[config.mk]
export PLATFORM = sky130hd
export DESIGN_NAME = slm_acq_sequencer_multi
export DESIGN_NICKNAME = d
export VERILOG_FILES = /design/src/rtl/slm_acq_sequencer_multi.sv
export SDC_FILE = /design/constraint.sdc
export NUM_CORES = 1
export LEC_CHECK = 0
export BUFFER_PORTS_ARGS = -buffer_cell sky130_fd_sc_hd__buf_2
export CAP_MARGIN = 20
export CORE_AREA = 5 5 145 202
export CTS_CLUSTER_DIAMETER = 120
export DETAILED_ROUTE_END_ITERATION = 8
export DIE_AREA = 0 0 150 207
export PLACE_DENSITY = 0.65
export SYNTH_ARGS = -nofsm -noshare
export SYNTH_HDL_FRONTEND = slang
export SYNTH_SLANG_ARGS = --single-unit
export TNS_END_PERCENT = 10
[constraint.sdc]
create_clock -name iCLK -period 5.8 [get_ports iCLK]
set_clock_uncertainty 0.15 [all_clocks]
set_input_delay 0.29 -clock iCLK [delete_from_list [all_inputs] [get_ports iCLK]]
set_output_delay 0.29 -clock iCLK [all_outputs]
set_load 0.02 [all_outputs]
[src/rtl/slm_acq_sequencer_multi.sv]
// slm_acq_sequencer_multi
//
// SLM acquisition sequencer. Steps through iNUM_IMAGES SLM images (optionally at
// each of iNUM_POSITIONS galvo positions), once or in a continuous loop. Frame-end
// events come from a dejittered VGA frame sync. Each image is preceded by a
// settle period (plus a galvo acknowledge in galvo mode) and a camera trigger,
// then displayed for iCYCLES_PER_IMAGE frames.
//
// Ports:
//   iCLK, iRST             clock, asynchronous active-high reset
//   iSTART                 start pulse, only honoured in IDLE
//   iMODE_GALVO/LOOP       mode bits, latched at start
//   iABORT                 abort request, forces IDLE from any busy state
//   iNUM_IMAGES            images per position
//   iCYCLES_PER_IMAGE      frames each image is displayed
//   iNUM_POSITIONS         galvo positions
//   iSETTLE_FRAMES         frame-end events before the camera fires (0 acts as 1)
//   iCAM_PULSE_MS          camera pulse length in ms
//   iGALVO_PULSE_MS        galvo pulse length in ms
//   iGALVO_ACK             galvo settled (level or pulse)
//   iVGA_FRAME_SYNC        raw frame sync
//   oCAMERA_TRIGGER        camera pulse
//   oGALVO_CHANGE_TRIGGER  galvo step pulse
//   oFRAME_ID              current image index (0 in IDLE)
//   oPOSITION_ID           current galvo position index (0 in IDLE)
//   oBUSY                  sequencer not in IDLE
//   oDONE                  one-cycle pulse on normal completion
//   oERR_ZERO_CFG          one-cycle pulse when a start is rejected
module slm_acq_sequencer_multi #(
    parameter int unsigned IMG_W       = 7,
    parameter int unsigned CYC_W       = 16,
    parameter int unsigned POS_W       = 32,
    parameter int unsigned PULSE_W     = 8,
    parameter int unsigned CLK_HZ      = 50000000,
    parameter int unsigned SYNC_FILTER = 8
) (
    input  logic               iCLK,
    input  logic               iRST,
    input  logic               iSTART,
    input  logic               iMODE_GALVO,
    input  logic               iMODE_LOOP,
    input  logic               iABORT,
    input  logic [IMG_W-1:0]   iNUM_IMAGES,
    input  logic [CYC_W-1:0]   iCYCLES_PER_IMAGE,
    input  logic [POS_W-1:0]   iNUM_POSITIONS,
    input  logic [3:0]         iSETTLE_FRAMES,
    input  logic [PULSE_W-1:0] iCAM_PULSE_MS,
    input  logic [PULSE_W-1:0] iGALVO_PULSE_MS,
    input  logic               iGALVO_ACK,
    input  logic               iVGA_FRAME_SYNC,
    output logic               oCAMERA_TRIGGER,
    output logic               oGALVO_CHANGE_TRIGGER,
    output logic [IMG_W-1:0]   oFRAME_ID,
    output logic [POS_W-1:0]   oPOSITION_ID,
    output logic               oBUSY,
    output logic               oDONE,
    output logic               oERR_ZERO_CFG
);

    localparam int unsigned MS_CYC = (CLK_HZ / 1000 > 0) ? CLK_HZ / 1000 : 1;
    localparam int unsigned PRE_W  = (MS_CYC > 1) ? $clog2(MS_CYC) : 1;
    localparam logic [PRE_W-1:0] PRE_LAST = PRE_W'(MS_CYC - 1);

    typedef enum logic [3:0] {
        StIdle,
        StLatch,
        StGalvoPulse,
        StSettle,
        StCamera,
        StDisplay,
        StNextImg,
        StNextPos,
        StDone
    } state_e;

    // ------------------------------------------------------------------
    // Frame-sync filter: OR of the last SYNC_FILTER samples hides short low
    // glitches; a frame-end is the registered falling edge of that OR.
    // ------------------------------------------------------------------
    logic [SYNC_FILTER-1:0] sync_sh_q, sync_sh_d;
    logic                   filt;
    logic                   filt_q;
    logic                   fe_q;

    always_comb begin
        sync_sh_d    = sync_sh_q << 1;
        sync_sh_d[0] = iVGA_FRAME_SYNC;
    end

    assign filt = |sync_sh_q;

    always_ff @(posedge iCLK or posedge iRST) begin
        if (iRST) begin
            sync_sh_q <= '0;
            filt_q    <= 1'b0;
            fe_q      <= 1'b0;
        end else begin
            sync_sh_q <= sync_sh_d;
            filt_q    <= filt;
            fe_q      <= filt_q & ~filt;
        end
    end

    // ------------------------------------------------------------------
    // Latched settings
    // ------------------------------------------------------------------
    logic               latch_en;
    logic [IMG_W-1:0]   num_img_q;
    logic [CYC_W-1:0]   cycles_q;
    logic [POS_W-1:0]   num_pos_q;
    logic [3:0]         settle_q;
    logic [PULSE_W-1:0] cam_ms_q;
    logic [PULSE_W-1:0] galvo_ms_q;
    logic               mode_galvo_q;
    logic               mode_loop_q;

    always_ff @(posedge iCLK or posedge iRST) begin
        if (iRST) begin
            num_img_q    <= '0;
            cycles_q     <= '0;
            num_pos_q    <= '0;
            settle_q     <= '0;
            cam_ms_q     <= '0;
            galvo_ms_q   <= '0;
            mode_galvo_q <= 1'b0;
            mode_loop_q  <= 1'b0;
        end else if (latch_en) begin
            num_img_q    <= iNUM_IMAGES;
            cycles_q     <= iCYCLES_PER_IMAGE;
            num_pos_q    <= iNUM_POSITIONS;
            settle_q     <= iSETTLE_FRAMES;
            cam_ms_q     <= iCAM_PULSE_MS;
            galvo_ms_q   <= iGALVO_PULSE_MS;
            mode_galvo_q <= iMODE_GALVO;
            mode_loop_q  <= iMODE_LOOP;
        end
    end

    // ------------------------------------------------------------------
    // Sequencer FSM
    // ------------------------------------------------------------------
    state_e             state_q, state_d;
    logic [IMG_W-1:0]   img_q, img_d;
    logic [POS_W-1:0]   pos_q, pos_d;
    logic [CYC_W-1:0]   cyc_q, cyc_d;
    logic [3:0]         settle_cnt_q, settle_cnt_d;
    logic               ack_q, ack_d;
    logic               err_q, err_d;
    logic               cam_start, galvo_start;
    logic               end_of_pass;

    logic               cfg_zero;
    logic [3:0]         settle_tgt;
    logic               settle_hit;
    logic               cyc_hit;
    logic               img_last;
    logic               pos_last;

    assign cfg_zero = (num_img_q == '0) || (cycles_q == '0) ||
                      (mode_galvo_q && (num_pos_q == '0));

    assign settle_tgt = (settle_q == 4'd0) ? 4'd1 : settle_q;

    // Settle is complete either already (counter saturated at target) or on
    // the frame-end that brings the count to the target.
    assign settle_hit = (settle_cnt_q == settle_tgt) ||
                        (fe_q && (({1'b0, settle_cnt_q} + 5'd1) == {1'b0, settle_tgt}));

    // Compares are one bit wider so count+1 never wraps.
    assign cyc_hit  = ({1'b0, cyc_q} + (CYC_W + 1)'(1)) == {1'b0, cycles_q};
    assign img_last = ({1'b0, img_q} + (IMG_W + 1)'(1)) == {1'b0, num_img_q};
    assign pos_last = ({1'b0, pos_q} + (POS_W + 1)'(1)) == {1'b0, num_pos_q};

    always_comb begin
        state_d      = state_q;
        img_d        = img_q;
        pos_d        = pos_q;
        cyc_d        = cyc_q;
        settle_cnt_d = settle_cnt_q;
        ack_d        = ack_q;
        err_d        = 1'b0;
        latch_en     = 1'b0;
        cam_start    = 1'b0;
        galvo_start  = 1'b0;
        end_of_pass  = 1'b0;

        unique case (state_q)
            StIdle: begin
                img_d = '0;
                pos_d = '0;
                cyc_d = '0;
                if (iSTART && !iABORT) begin
                    latch_en = 1'b1;
                    state_d  = StLatch;
                end
            end
            StLatch: begin
                if (cfg_zero) begin
                    err_d   = 1'b1;
                    state_d = StIdle;
                end else begin
                    state_d = mode_galvo_q ? StGalvoPulse : StSettle;
                end
            end
            StGalvoPulse: begin
                galvo_start = 1'b1;
                ack_d       = iGALVO_ACK;
                state_d     = StSettle;
            end
            StSettle: begin
                if (fe_q && (settle_cnt_q != settle_tgt)) begin
                    settle_cnt_d = settle_cnt_q + 4'd1;
                end
                if (iGALVO_ACK) begin
                    ack_d = 1'b1;
                end
                if (settle_hit && (!mode_galvo_q || ack_q || iGALVO_ACK)) begin
                    state_d = StCamera;
                end
            end
            StCamera: begin
                cam_start = 1'b1;
                cyc_d     = '0;
                state_d   = StDisplay;
            end
            StDisplay: begin
                if (fe_q) begin
                    if (cyc_hit) begin
                        state_d = StNextImg;
                    end else begin
                        cyc_d = cyc_q + CYC_W'(1);
                    end
                end
            end
            StNextImg: begin
                if (!img_last) begin
                    img_d   = img_q + IMG_W'(1);
                    state_d = StSettle;
                end else if (mode_galvo_q) begin
                    state_d = StNextPos;
                end else begin
                    end_of_pass = 1'b1;
                end
            end
            StNextPos: begin
                if (!pos_last) begin
                    pos_d   = pos_q + POS_W'(1);
                    img_d   = '0;
                    state_d = StGalvoPulse;
                end else begin
                    end_of_pass = 1'b1;
                end
            end
            StDone: begin
                img_d   = '0;
                pos_d   = '0;
                state_d = StIdle;
            end
            default: begin
                state_d = StIdle;
            end
        endcase

        if (end_of_pass) begin
            if (mode_loop_q) begin
                img_d   = '0;
                pos_d   = '0;
                state_d = mode_galvo_q ? StGalvoPulse : StSettle;
            end else begin
                state_d = StDone;
            end
        end

        // Each settle period starts counting from zero.
        if ((state_d == StSettle) && (state_q != StSettle)) begin
            settle_cnt_d = '0;
        end

        // Abort wins over every other transition.
        if (iABORT && (state_q != StIdle)) begin
            state_d      = StIdle;
            img_d        = '0;
            pos_d        = '0;
            cyc_d        = '0;
            settle_cnt_d = '0;
            ack_d        = 1'b0;
            err_d        = 1'b0;
            cam_start    = 1'b0;
            galvo_start  = 1'b0;
        end
    end

    always_ff @(posedge iCLK or posedge iRST) begin
        if (iRST) begin
            state_q      <= StIdle;
            img_q        <= '0;
            pos_q        <= '0;
            cyc_q        <= '0;
            settle_cnt_q <= '0;
            ack_q        <= 1'b0;
            err_q        <= 1'b0;
        end else begin
            state_q      <= state_d;
            img_q        <= img_d;
            pos_q        <= pos_d;
            cyc_q        <= cyc_d;
            settle_cnt_q <= settle_cnt_d;
            ack_q        <= ack_d;
            err_q        <= err_d;
        end
    end

    // ------------------------------------------------------------------
    // Pulse generators: index 0 = camera, 1 = galvo. Length is counted as
    // whole milliseconds of MS_CYC clocks; a start restarts the full length.
    // ------------------------------------------------------------------
    logic [1:0]               pg_start;
    logic                     pg_cancel;
    logic [1:0][PULSE_W-1:0]  pg_cfg;
    logic [1:0]               pg_active_q, pg_active_d;
    logic [1:0][PULSE_W-1:0]  pg_ms_q, pg_ms_d;
    logic [1:0][PRE_W-1:0]    pg_pre_q, pg_pre_d;

    assign pg_start  = {galvo_start, cam_start};
    assign pg_cancel = iABORT && (state_q != StIdle);
    assign pg_cfg    = {galvo_ms_q, cam_ms_q};

    always_comb begin
        pg_active_d = pg_active_q;
        pg_ms_d     = pg_ms_q;
        pg_pre_d    = pg_pre_q;
        for (int i = 0; i < 2; i++) begin
            if (pg_cancel) begin
                pg_active_d[i] = 1'b0;
            end else if (pg_start[i]) begin
                pg_active_d[i] = (pg_cfg[i] != '0);
                pg_ms_d[i]     = pg_cfg[i];
                pg_pre_d[i]    = '0;
            end else if (pg_active_q[i]) begin
                if (pg_pre_q[i] == PRE_LAST) begin
                    pg_pre_d[i] = '0;
                    if (pg_ms_q[i] == PULSE_W'(1)) begin
                        pg_active_d[i] = 1'b0;
                    end else begin
                        pg_ms_d[i] = pg_ms_q[i] - PULSE_W'(1);
                    end
                end else begin
                    pg_pre_d[i] = pg_pre_q[i] + PRE_W'(1);
                end
            end
        end
    end

    always_ff @(posedge iCLK or posedge iRST) begin
        if (iRST) begin
            pg_active_q <= '0;
            pg_ms_q     <= '0;
            pg_pre_q    <= '0;
        end else begin
            pg_active_q <= pg_active_d;
            pg_ms_q     <= pg_ms_d;
            pg_pre_q    <= pg_pre_d;
        end
    end

    // ------------------------------------------------------------------
    // Outputs
    // ------------------------------------------------------------------
    assign oCAMERA_TRIGGER       = pg_active_q[0];
    assign oGALVO_CHANGE_TRIGGER = pg_active_q[1];
    assign oFRAME_ID             = img_q;
    assign oPOSITION_ID          = pos_q;
    assign oBUSY                 = (state_q != StIdle);
    assign oDONE                 = (state_q == StDone);
    assign oERR_ZERO_CFG         = err_q;

endmodule

==> results of run 1 <==
-- placed cells by master (no fill, tap or decap), types with 11 or more instances in the layout --
cell | netlist | final
inv_1 | 13 | 12
o31ai_1 | 20 | 20
o21ai_0 | 112 | 112
dlygate4sd3_1 | 0 | 81
nand3_1 | 50 | 50
nor2_1 | 109 | 109
and2_1 | 16 | 16
xnor2_1 | 43 | 43
nor2b_1 | 18 | 18
mux2_2 | 79 | 79
nand4_1 | 32 | 32
nor3_1 | 45 | 44
and4_1 | 11 | 11
clkbuf_16 | 0 | 23
xor2_1 | 32 | 32
dfrtp_1 | 202 | 202
a21oi_1 | 79 | 79
or3_1 | 14 | 14
buf_2 | 19 | 126
a311oi_1 | 13 | 13
and3_1 | 25 | 25
a31oi_1 | 23 | 23
nand2b_1 | 17 | 17
nor4_1 | 39 | 38
nand2_1 | 112 | 112
-- per-layer routing --
| metal | part of all wire, % | GRT usage (%) | up-vias |
|---|---|---|---|
| met5 | 0 | 0 | - |
| li1 | - | - | 5219 |
| met2 | 50 | 38.1 | 342 |
| met1 | 40 | 26.9 | 5192 |
| met3 | 4.9 | 2.67 | 87 |
| met4 | 5.2 | 11.0 | 0 |
-- path summary, 6_finish.rpt --
kind / start / depth (start not counted) / endpoint
setup / recovery: oPOSITION_ID[0] / 11 / oPOSITION_ID[21]
min in group asynchronous: iRST / 3 / num_pos_q[7]
max in group asynchronous: iRST / 4 / oPOSITION_ID[29]
hold reg to reg: sync_sh_q[1] / 0 / sync_sh_q[2]
setup reg to reg: oPOSITION_ID[0] / 11 / oPOSITION_ID[21]
hold / removal: sync_sh_q[1] / 0 / sync_sh_q[2]
-- synthesized netlist by cell type, types with 10 or more instances --
cell	count	area [um2]
and2_1	16	100
clkbuf_1	50	188
ha_1	10	125
a311oi_1	13	114
nor4_1	39	244
and3_1	25	156
buf_2	19	95.1
nor2_1	109	409
nor2b_1	18	113
dfrtp_1	202	5050
o31ai_1	20	150
nand2_1	112	420
nor3_1	45	225
a31oi_1	23	144
a21oi_1	79	395
o21ai_0	112	561
xnor2_1	43	377
mux2_2	79	890
inv_1	13	48.8
and4_1	11	96.3
or3_1	14	87.6
xor2_1	32	280
nand2b_1	17	106
nand3_1	50	250
nand4_1	32	200
-- final cells by class --
| cell class | instances | area [um2] | area share, % |
|---|---|---|---|
| Clock buffer | 28 | 604 | 4.16 |
| Tap cell | 370 | 463 | 3.19 |
| Clock inverter | 11 | 195 | 1.35 |
| Inverter | 13 | 52.6 | 0.362 |
| Timing Repair Buffer | 218 | 1540 | 10.6 |
| Multi-Input combinational cell | 1030 | 6600 | 45.5 |
| Sequential cell | 202 | 5050 | 34.8 |
-- flip-flops by register name, summed over array words and instances (netlist names) --
signal         cells
cyc_q             16
num_img_q          7
num_pos_q         32
oFRAME_ID          7
filt_q             1
pg_ms_q           16
state_q            4
sync_sh_q          8
cycles_q          16
pg_active_q        2
pg_pre_q          32
oERR_ZERO_CFG      1
oPOSITION_ID      32
ack_q              1
fe_q               1
settle_cnt_q       4
galvo_ms_q         8
mode_galvo_q       1
settle_q           4
mode_loop_q        1
cam_ms_q           8
-- logic make-up after synthesis --
group,count (synthesis),synth area share (%)
and+or+nand+nor,538,23.9
muxes,82,7.64
AOI/OAI and AO/OA,324,16.6
DFF,202,42.0
xor gates and xnor gates,76,5.65
adders and majority gates,10,1.04
buffers and inverters,93,3.22
-- power by group --
part           switching [W]  total [W]  internal, W
clock network       0.000588    0.00155     0.000962
registers           0.000430    0.00218      0.00175
logic               0.000826    0.00157     0.000747
-- metrics by stage --
stage                     std cells  util (%)  hold slack [ps]  area [um2]
after global placement         1751      47.1              211       12900
after floorplan                1325         -              171       12000
after detailed placement       1752      47.1              214       12900
after CTS                      1872      53.0              225       14500
after global routing           1872      53.0              236       14500
final                          1872      53.0              222       14500
-- timing repair --
item	CTS	global route
hold buffers	81	0
hold endpoints to repair	116	0
buffers inserted	0	0
==> results by group, run 1 <==
CTS
  – CTS tree: done
  – H-tree levels: 1
  – Post-CTS sizing: 0
  – Total CTS buffers: 22
  – Clock tree buffer depth: 3
  – Clock Latency Late Sink: 530 ps
  – Clk sinks: 202
  – Clock Tree Root: clkbuf_16
  – Reg clk slew, reported paths: 70 ps

Detailed routing
  – Final WL: 34.5 mm
  – Routed via count: 10800
  – Drt wl/cell: 18.4 um
  – Routed Antenna Nets: 0
  – Initial DRC Count: 683
  – Via density: 5.79
  – Pre-antenna DRT Iters: 5
  – DRC Markers: 0

GRT
  – Vias in the first global route: 10900
  – Global Route Usage Sum: 22.1%
  – GR Overflow Total: 0
  – Largest net degree at the start of global routing: 167
  – Initial antenna violation count: 0
  – First-pass GRT wire length: 56.3 mm

Critical path
  – Crit-path cells: ha_1 > nand3_1 > nor4_1 > xnor2_1 > o21ai_0 > or4_4 > nor4_4 > nor2_2 > buf_4 > a31oi_1 > a311oi_1
  – Delay-heaviest family, CP: simple AND/OR/NAND/NOR gates
  – Req. time, crit path: 6020 ps
  – Worst setup EP type: register
  – Slowest-stage cell, CP: or4_4
  – Worst Path Max Fanout: 31
  – Max incr delay on CP: 590 ps
  – WP data arrival: 4560 ps
  – R2R Setup Slk: 1470 ps
  – Startpoint type of the worst setup path: register
  – CP bufs+invs: 1
  – Critical path type: reg2reg

Die
  – Die W: 150 um
  – Die H: 207 um
  – Die area: 0.0311 mm2
  – Row cnt: 72
  – Initial Utilization: 43.9%
  – IO Pins: 127
  – Core box area: 0.0274 mm2

Place
  – Port bufs: 126
  – Post-place setup slack: 1550 ps
  – Detail Placement HPWL: 24.1 mm
  – RD Place Congestion: 0.959

Synth
  – Cells after synthesis: 1325
  – Ys Warns: 0
  – Synthesized area: 0.0120 mm2
  – Seq cells post-synth: 202
  – Syn_area_per_cell: 9.08 um2
  – Synth Flop Type: dfrtp_1
  – Library cells used by synthesis: 73
  – Post-synth EDFFs: 0
  – Syn nets: 1418
  – Sequential share of the synthesized area: 42.0%
  – Asr flop ratio synth: 100%

Timing
  – Final WS setup: 1470 ps
  – Worst-Margin Slew: 1090 ps
  – Final setup violation count: 0
  – Fin crit period: 4330 ps
  – Slew Limit Fails: 0
  – Slew headroom: 25.5%
  – Period utilization: 74.7%
  – Final hold violation count: 0
  – RSZ-0062 raised after global routing: false
  – Setup_tns: 0 ps
  – Maximum clock frequency: 0.231 GHz

Power and ir drop
  – VDD IR max: 0.263 mV
  – Power Dens Cells: 365 mW/mm2
  – Power consumption: 0.00530 W
  – LEAKAGE: 5.97 nW

Min path
  – Worst hold path class: reg2reg

Run
  – Max cap viols: 0

Finish
  – Antenna diode count: 0
  – # fillers: 2463
  – Fin nets: 1580
  – Layout cells sized above 1: 18.6%
  – Layout area overhead: 20.6%

Status
  – Status: finished, final reports clean
No activity file was read; power rests on OpenSTA's default activity.
==> run 2: changes to the inputs <==
==> constraint.sdc (replaced) <==
create_clock -name iCLK -period 3.7 [get_ports iCLK]
set_clock_uncertainty 0.15 [all_clocks]
set_input_delay 0.185 -clock iCLK [delete_from_list [all_inputs] [get_ports iCLK]]
set_output_delay 0.185 -clock iCLK [all_outputs]
set_load 0.02 [all_outputs]
==> results by group, run 2 (synthesized netlist as in run 1, its figures left out) <==
Status
  – Status: finished, final reports clean

Finish
  – Most frequent cells in the layout: dfrtp_1, buf_2, nand2_1, o21ai_0, nor2_1
  – Commonest non-fill, non-tap cell in the layout: dfrtp_1
  – Layout area overhead: 24.6%
  – Fin nets: 1634
  – Fin cells: 1930
  – Final non-filler cell area: 0.0150 mm2
  – Layout cells sized above 1: 21.9%

Timing
  – RSZ-0062 raised after global routing: false
  – Final setup violation count: 0
  – Period utilization: 95.7%
  – Fin crit period: 3540 ps
  – Slew Limit Fails: 0
  – Final hold violation count: 0
  – Slew headroom: 28.9%
  – Setup_tns: 0 ps
  – Hold slack: 109 ps
  – Worst-Margin Slew: 1070 ps
  – Maximum clock frequency: 0.282 GHz

Min path
  – Worst hold path class: in2async

Die
  – Row cnt: 72
  – Die H: 207 um
  – Die area: 0.0311 mm2
  – IO Pins: 127
  – Die W: 150 um
  – Core box area: 0.0274 mm2
  – Initial Utilization: 43.9%

Detailed routing
  – Routed Antenna Nets: 0
  – Via density: 5.88
  – Final WL: 36.1 mm
  – DRC Markers: 0
  – Drt wl/cell: 18.7 um
  – Routed via count: 11400
  – Initial DRC Count: 716
  – Pre-antenna DRT Iters: 7

GRT
  – Largest net degree at the start of global routing: 116
  – First-pass GRT wire length: 58.6 mm
  – GR Overflow Total: 0
  – Initial antenna violation count: 2
  – Global Route Usage Sum: 23.0%
  – Vias in the first global route: 11300

Critical path
  – Delay-heaviest family, CP: simple AND/OR/NAND/NOR gates
  – Startpoint type of the worst setup path: register
  – WP data arrival: 3800 ps
  – Req. time, crit path: 3960 ps
  – Crit-path cells: buf_4 > nand4_4 > or4_4 > nor4b_2 > o2bb2ai_1 > or4_4 > nor4_4 > buf_4 > buf_4 > buf_4 > nor4_1 > a31oi_1 > a21oi_1
  – CP bufs+invs: 4
  – Worst Path Max Fanout: 10
  – Worst setup EP type: register
  – Slowest-stage cell, CP: or4_4
  – Max incr delay on CP: 630 ps
  – Critical path type: reg2reg
  – Most frequent cell on the critical path: buf_4

Place
  – Placed insts: 1802
  – RD Place Congestion: 0.992
  – Cell Area, Placed: 0.0133 mm2
  – Detail Placement HPWL: 25.2 mm
  – Port bufs: 126

CTS
  – Total CTS buffers: 23
  – CTS tree: done
  – Reg clk slew, reported paths: 60 ps
  – Clock Latency Late Sink: 530 ps
  – H-tree levels: 1
  – Clk sinks: 202
  – Clock Tree Root: clkbuf_16
  – Clock tree buffer depth: 3

Power and ir drop
  – Power Dens Cells: 561 mW/mm2
  – LEAKAGE: 6.29 nW
  – Power consumption: 0.00841 W
  – VDD IR max: 0.511 mV

Run
  – Max cap viols: 0
## run 2: cell types whose count changed in the layout (fill, tap and decap cells not counted), sizes merged
cell | previous run | this run
buf | 137 | 190
bufinv | 5 | 4
clkbuf | 28 | 32
clkinv | 3 | 4
clkinvlp | 4 | 1
diode | 0 | 2
inv | 12 | 14
## run 2: metal layers
metal / GRT usage (%) / share of wire (%) / vias to the layer above
li1: - / - / 5330
met1: 27.8 / 39 / 5537
met2: 39.9 / 50 / 376
met3: 3.08 / 5.6 / 108
met4: 10.9 / 4.9 / 0
met5: 0 / 0 / -
## run 2: worst paths after layout
kind | from | end | slack, ps | cells after the start
worst max-delay path | oPOSITION_ID[0] | oPOSITION_ID[3] | 160 | 13
worst min register to register | sync_sh_q[1] | sync_sh_q[2] | 220 | 0
max in group asynchronous | iRST | num_img_q[2] | 2300 | 4
worst max register to register | oPOSITION_ID[0] | oPOSITION_ID[3] | 160 | 13
worst min-delay path | iRST | pg_ms_q[7] | 110 | 3
min in group iCLK | iVGA_FRAME_SYNC | sync_sh_q[0] | 140 | 2
## run 2: worst register-to-register path: cells and delay by family (launching register included)
| family | cells | cell delay [ps] |
|---|---|---|
| and+or+nand+nor | 6 | 2000 |
| AOI/OAI and AO/OA | 3 | 340 |
| DFF | 1 | 340 |
| buffers and inverters | 4 | 600 |
## run 2: what timing repair did
item,CTS,global route
setup endpoints to repair,43,43
hold buffers,81,0
hold endpoints to repair,110,0
pin swaps,0,4
buffers inserted,0,3
gates resized for setup,1,9
gates cloned,0,0
## run 2: layout make-up
cell class,count,area (um2)
Antenna cell,2,5.00
Tap cell,370,463
Timing Repair Buffer,271,1970
Sequential cell,202,5060
Clock inverter,10,158
Fill cell,2521,12400
Inverter,13,52.6
Multi-Input combinational cell,1030,6650
Clock buffer,32,639
## run 2: stage by stage
| step | utilization [%] | worst slack (ps) |
|---|---|---|
| after global routing | 54.7 | 9.71 |
| after CTS | 54.5 | 36.1 |
| after detailed placement | 48.6 | -157 |
| final | 54.7 | 159 |
| after global placement | 48.6 | -93.9 |
| after floorplan | - | 243 |
## run 2: where the power goes
group / internal [W] / switching [W]
Sequential: 0.00274 / 0.000657
Combinational: 0.00124 / 0.00134
Clock: 0.00149 / 0.000947
